## src/rtl/subtractor_seq.sv

```systemverilog
// rtl/subtractor_seq.sv - chunk-serial two's-complement subtractor d = a - b - bi
module subtractor_seq #(
    parameter int N = 16,
    parameter int W = 4
) (
    input  logic         clk,
    input  logic         rst_n,
    input  logic         in_valid,
    output logic         in_ready,
    input  logic [N-1:0] a,
    input  logic [N-1:0] b,
    input  logic         bi,
    output logic         out_valid,
    input  logic         out_ready,
    output logic [N-1:0] d,
    output logic         bo,
    output logic         ovf
);

    localparam int K  = N / W;
    localparam int CW = (K > 1) ? $clog2(K) : 1;

    typedef enum logic [1:0] {
        S_IDLE,
        S_RUN,
        S_DONE
    } state_t;

    state_t         state_q;
    logic [N-1:0]   a_q;
    logic [N-1:0]   b_q;
    logic [N-1:0]   d_q;
    logic [CW-1:0]  cnt_q;
    logic           carry_q;
    logic           bo_q;
    logic           ovf_q;
    logic           in_ready_q;
    logic           out_valid_q;

    // The operand registers shift right by one chunk per RUN cycle, so the
    // chunk being processed is always the low W bits and no wide mux is needed.
    logic [W-1:0]   a_k;
    logic [W-1:0]   b_k;
    logic [W-1:0]   s;
    logic           c_out;
    logic           last_chunk;
    logic [N-1:0]   d_d;
    logic           ovf_d;

    // One chunk of a + ~b + carry, plus the difference register with the new chunk shifted in at the top.
    always_comb begin
        a_k            = a_q[W-1:0];
        b_k            = b_q[W-1:0];
        {c_out, s}     = {1'b0, a_k} + {1'b0, ~b_k} + {{W{1'b0}}, carry_q};
        last_chunk     = (cnt_q == CW'(K - 1));
        // After K shifts every chunk lands at its own position d[k*W +: W].
        d_d            = d_q >> W;
        d_d[N-1 -: W]  = s;
        // On the last chunk a_k/b_k hold the original top bits, so a_k[W-1]
        // is the operand sign bit a[N-1].
        ovf_d          = (a_k[W-1] != b_k[W-1]) && (s[W-1] != a_k[W-1]);
    end

    // Control FSM with registered handshake and result outputs.
    always_ff @(posedge clk or negedge rst_n) begin
        if (!rst_n) begin
            state_q     <= S_IDLE;
            a_q         <= '0;
            b_q         <= '0;
            d_q         <= '0;
            cnt_q       <= '0;
            carry_q     <= 1'b0;
            bo_q        <= 1'b0;
            ovf_q       <= 1'b0;
            in_ready_q  <= 1'b1;
            out_valid_q <= 1'b0;
        end else begin
            case (state_q)
                S_IDLE: begin
                    if (in_valid && in_ready_q) begin
                        a_q        <= a;
                        b_q        <= b;
                        // Subtraction as a + ~b + 1; a borrow-in removes the +1.
                        carry_q    <= ~bi;
                        cnt_q      <= '0;
                        in_ready_q <= 1'b0;
                        state_q    <= S_RUN;
                    end
                end
                S_RUN: begin
                    a_q     <= a_q >> W;
                    b_q     <= b_q >> W;
                    d_q     <= d_d;
                    carry_q <= c_out;
                    if (last_chunk) begin
                        // A missing carry out of the top chunk means a borrow.
                        bo_q        <= ~c_out;
                        ovf_q       <= ovf_d;
                        cnt_q       <= '0;
                        out_valid_q <= 1'b1;
                        state_q     <= S_DONE;
                    end else begin
                        cnt_q <= cnt_q + CW'(1);
                    end
                end
                S_DONE: begin
                    // Inputs are not sampled here, which leaves one bubble cycle before the next accept.
                    if (out_ready) begin
                        out_valid_q <= 1'b0;
                        in_ready_q  <= 1'b1;
                        state_q     <= S_IDLE;
                    end
                end
                default: begin
                    out_valid_q <= 1'b0;
                    in_ready_q  <= 1'b1;
                    state_q     <= S_IDLE;
                end
            endcase
        end
    end

    assign in_ready  = in_ready_q;
    assign out_valid = out_valid_q;
    assign d         = d_q;
    assign bo        = bo_q;
    assign ovf       = ovf_q;

endmodule

```

## config.mk

```make
export PLATFORM = sky130hd
export DESIGN_NAME = subtractor_seq
export DESIGN_NICKNAME = d
export VERILOG_FILES = /design/src/rtl/subtractor_seq.sv
export SDC_FILE = /design/constraint.sdc
export NUM_CORES = 1
export LEC_CHECK = 0
export ABC_CLOCK_PERIOD_IN_PS = 1690
export CAP_MARGIN = 25
export CORE_MARGIN = 2
export CORE_UTILIZATION = 45
export DETAILED_ROUTE_END_ITERATION = 6
export PLACE_DENSITY = 0.75
export SYNTH_ARGS = -nofsm -noshare
export SYNTH_HDL_FRONTEND = slang
export SYNTH_SLANG_ARGS = --single-unit
```

## constraint.sdc

```tcl
create_clock -name clk -period 1.69 [get_ports clk]
set_input_delay 0.507 -clock clk [delete_from_list [all_inputs] [get_ports clk]]
set_output_delay 0.507 -clock clk [all_outputs]
set_load 0.02 [all_outputs]
```

Word-level counts from Yosys, hierarchy flattened. Index checks and enable logic that the tools add are counted.

Word-level logic and storage cells: 54. Register bits after elaboration: 57. Output and inout port bits: 20. Input port bits: 37.

Bitwise gates (word level): 5. Multiplexer cells: 19. Equality and inequality tests: 8. $add $sub $neg: 3. Reduce and logical (&&, ||, !) cells: 9.

Operator list (count): case mux 16 bit (2 select lines) (2); two-way mux 16 bit (2); two-way mux 2 bit (5); AND reduction 3 bit (3); inequality test 2 bit (second input constant) (3); case mux 1 bit (3 select lines) (2); case mux 2 bit (3 select lines) (1); adder 4 x 4 -> 5 bit (1); adder 5 x 1 -> 5 bit (1); two-way mux 1 bit (5); == test 2 bit (second input constant) (2); NOT 1 bit (4); NOT 4 bit (1); case mux 2 bit (2 select lines) (1); AND reduction 2 bit (2); adder 2 x 1 -> 2 bit (second input constant) (1); == test 2 x 1 -> 1 bit (second input constant) (1); logical AND 1 bit (2); logical NOT 2 bit (1); inequality test 1 bit (2); case mux 1 bit (2 select lines) (1); nonzero test 2 bit (1).

Longest topological paths before layout.
Depth after elaboration: 5. Mapped depth: 6. Depth with buffers taken out: 6.

Least setup slack after synthesis. No wires, ideal clock.

Path type: register to register. Start point: reg a_q[0]. End point: reg bo_q (netlist: bo). Library setup time: 0.065 ns. Buffers on the path: 0. Arrival time: 1.718 ns. Period minus slack after synthesis: 1.782 ns. Required time: 1.625 ns. Cell stages (with the launch flop): 6. Slack: -0.092 ns. Path through: dfrtp_1 fa_1 fa_1 a21o_1 a21oi_1 mux2_2.

Cells in the longest elaborated chain, start to end: 3.

Ends and longest elaborated chain: start: declaration (RTL line 30) `logic [N-1:0] a_q;`; start signal: assignment (RTL line 91) `a_q <= a_q >> W;`; adder 4 x 4 -> 5 bit (RTL line 54) `{c_out, s} = {1'b0, a_k} + {1'b0, ~b_k} + {{W{1'b0}}, carry_q};`; adder 5 x 1 -> 5 bit (RTL line 54); NOT 1 bit (RTL line 97) `bo_q <= ~c_out;`; end signal: assignment (RTL line 97); end: declaration (RTL line 35) `logic bo_q;`.

No other way between the ends. A chain may end at the register's enable or synchronous reset.

Worst setup path after layout.
Start point: reg carry_q. End point: reg carry_q.

Cells in the longest elaborated chain, start to end: 2.

Ends and longest elaborated chain: start: declaration (RTL line 34) `logic carry_q;`; start signal: assignment (RTL line 84) `carry_q <= ~bi;`; start signal: assignment (RTL line 94) `carry_q <= c_out;`; adder 5 x 1 -> 5 bit (RTL line 54); case mux 1 bit (2 select lines) (RTL line 78) `case (state_q)`.

No other way between the ends.

==> summary.txt <==
Outcome
  – Status: finished, violations left
  – Failing checks: negative setup slack

STA
  – Final slew viol count: 0
  – Final setup vio count: 2
  – Final WS setup: -0.03423 ns
  – Final Critical Period: 1.724 ns
  – Hold slack: 0.1612 ns
  – Count of final hold-check violations: 0
  – Worst rel slew slack: 79.70%
  – Clock skew: 0.004427 ns
  – RSZ-0062 raised after global routing: true
  – Fin crit share: 102.0%
  – Worst Max-Slew Pin Slew: 0.3045 ns
  – Max Freq: 0.5800 GHz

Global route
  – Initial antenna violation count: 0
  – First-pass GRT wire length: 9.052 mm
  – Grt total ovfl: 0
  – Vias in the first global route: 1,921
  – Largest net degree at the start of global routing: 58
  – All-layer global routing usage: 18.57%

Layout
  – Nets: 360
  – Layout cells sized above 1: 17.70%
  – Final Util: 61.71%
  – Diode count: 0
  – Fill cell count: 502
  – Sequential Area: 1428 um2
  – Commonest non-fill, non-tap cell in the layout: nand2_1
  – Most frequent cells in the layout: nand2_1 (57), dfrtp_1 (56), clkdlybuf4s50_1 (35)
  – Footprint of the multi-input gates: 960.9 um2
  – Area Overhead vs Synth: 30.72%

Worst setup path
  – Arr. time, crit path: 1.93 ns
  – Req. time, crit path: 1.89 ns
  – Startpoint Class: flip-flop
  – Setup CP Type: reg2reg
  – Worst-path maximum fanout: 2
  – Worst setup EP type: flip-flop

Synth
  – Syn Inst Count: 258
  – Mean Syn Cell Area: 10.26 um2
  – Yosys cell types: 37
  – Register bit count reported by yosys: 57
  – Yosys Warn Count: 0
  – Post-synthesis sequential area ratio: 53.92%
  – Syn nets: 301
  – Post-Syn Area: 2648 um2

CTS
  – Clk root buf: clkbuf_8
  – Clock Pin Slew Worst Setup and Hold Paths: 0.06 ns
  – Clk_lat worst skew: 0.33 ns
  – Total CTS buffers: 9
  – Clock Sinks: 57
  – CTS tree: done
  – Hold Buf Count CTS: 0
  – H-tree depth: 3
  – CTS max path bufs: 2

Floorplan
  – Core box area: 5608 um2
  – Number of cell rows: 27
  – Die Wd: 80.71 um
  – Die area: 6513 um2
  – Die height: 80.71 um
  – Initial core utilization: 47.21%
  – Number of I/O pins: 57

Job
  – Max Cap Viol: 0

Drt
  – First-pass detailed-route iteration total: 5
  – Remaining DRCs: 0
  – Vias: 1,984
  – Total Routed Length: 5.348 mm
  – ANT nets after route: 0
  – Routed wire per std cell: 13.57 um
  – Detailed Route Iter0 Violations: 179
  – Via/cell ratio: 5.036

Worst hold path
  – Hold crit path type: in2async

Power
  – P_leak: 1.689 nW
  – Maximum vdd drop: 0.9136 mV
  – P per Cell Area: 1736 nW/um2

Placement
  – Post-DP HPWL: 3.707 mm
  – Port Buffers: 56
  – Final GP Congestion: 0.7379
==> final cells by class <==
type / count / area share (%)
Multi-Input combinational cell: 147 / 27.77
Inverter: 27 / 2.928
Sequential cell: 57 / 41.25
Tap cell: 72 / 2.603
Timing Repair Buffer: 75 / 20.43
Clock inverter: 3 / 0.4338
Clock buffer: 13 / 4.591
==> layer usage <==
metal	vias to the layer above	part of all wire, %	track usage, %
li1	984	-	-
met1	936	48	24.91
met2	56	46	27.92
met3	8	4.6	5.506
met4	0	1.6	8.305
met5	-	0	0
==> worst paths after layout <==
kind,slack [ns],from,cells past startpoint,end
max in group asynchronous,1.21,rst_n,2,in_ready
setup / recovery,-0.03,carry_q,5,carry_q
hold reg to reg,0.47,d[2],2,d[2]
hold / removal,0.16,rst_n,2,d[9]
min in group clk,0.47,d[2],2,d[2]
setup reg to reg,-0.03,carry_q,5,carry_q
==> per-stage QoR <==
| stage | setup TNS [ns] | power [mW] | area [um2] | setup WS [ns] | instances |
|---|---|---|---|---|---|
| 3_3_place_gp | -5.359 | 4.864 | 3289 | -0.2612 | 376 |
| 3_5_place_dp | -6.191 | 4.976 | 3289 | -0.3263 | 376 |
| 6_report | -0.06798 | 6.006 | 3461 | -0.03423 | 394 |
| 4_1_cts | -0.08825 | 6.022 | 3458 | -0.04497 | 394 |
| 5_1_grt | -0.3846 | 6.497 | 3461 | -0.1259 | 394 |
| 2_1_floorplan | 0 | 4.169 | 2653 | 0.01191 | 258 |
==> repair_timing <==
item | 4_1_cts | 5_1_grt
endpoints found under the setup margin | 22 | 14
pin swaps | 2 | 0
resized for setup | 22 | 4
gates cloned | 0 | 0
buffers inserted | 2 | 0
==> worst max-delay path: stages (launching register included) <==
cell and delay (ns):
dfrtp_1 0.40, fa_2 0.42, fa_2 0.35, a21o_1 0.20, a21oi_2 0.14, o211ai_1 0.09
==> kinds of logic after synthesis <==
kind of cell | share of synthesized area, %
AOI/OAI and AO/OA | 16.12
xor gates and xnor gates | 0.3309
adders and majority gates | 3.403
buffers and inverters | 10.49
DFF | 53.92
muxes | 0.4253
and+or+nand+nor | 15.31
==> cell usage after synthesis <==
cell type | instances | area share, %
clkbuf_1 | 1 | 0.14
a21oi_2 | 1 | 0.33
or2_1 | 1 | 0.24
nand4_1 | 1 | 0.24
a222oi_1 | 11 | 4.2
a221oi_1 | 1 | 0.33
and4bb_1 | 1 | 0.47
a21oi_1 | 4 | 0.76
nor2_1 | 4 | 0.57
nand2_1 | 57 | 8.1
nor3_1 | 2 | 0.38
a211o_1 | 1 | 0.33
a21boi_0 | 1 | 0.28
o211ai_1 | 1 | 0.28
o21bai_1 | 1 | 0.28
ha_1 | 4 | 1.9
o21ai_0 | 10 | 1.9
inv_1 | 27 | 3.8
o221a_2 | 12 | 5.1
buf_6 | 2 | 0.85
buf_2 | 12 | 2.3
and3b_1 | 2 | 0.66
nand3b_1 | 1 | 0.28
o31ai_1 | 1 | 0.28
dfstp_2 | 1 | 0.99
nand2b_1 | 15 | 3.5
xnor2_1 | 1 | 0.33
or2_2 | 1 | 0.24
a22o_1 | 2 | 0.66
dfrtp_1 | 56 | 53
a21o_1 | 2 | 0.57
a22oi_1 | 3 | 0.85
fa_1 | 2 | 1.5
nor2b_1 | 1 | 0.24
nand3_1 | 2 | 0.38
buf_4 | 12 | 3.4
mux2_2 | 1 | 0.43
==> flip-flops by register name (all words and copies together) (netlist names) <==
name       count
ovf            1
a_q           16
d             16
carry_q        1
in_ready       1
b_q           16
bo             1
cnt_q          2
out_valid      1
state_q        2
==> where the power goes <==
part | switching (mW) | internal (mW)
combinational | 1.29 | 1.27
clock | 0.514 | 0.605
sequential | 0.347 | 1.98
total | 2.15 | 3.85
(Power assumes the default switching activity.)
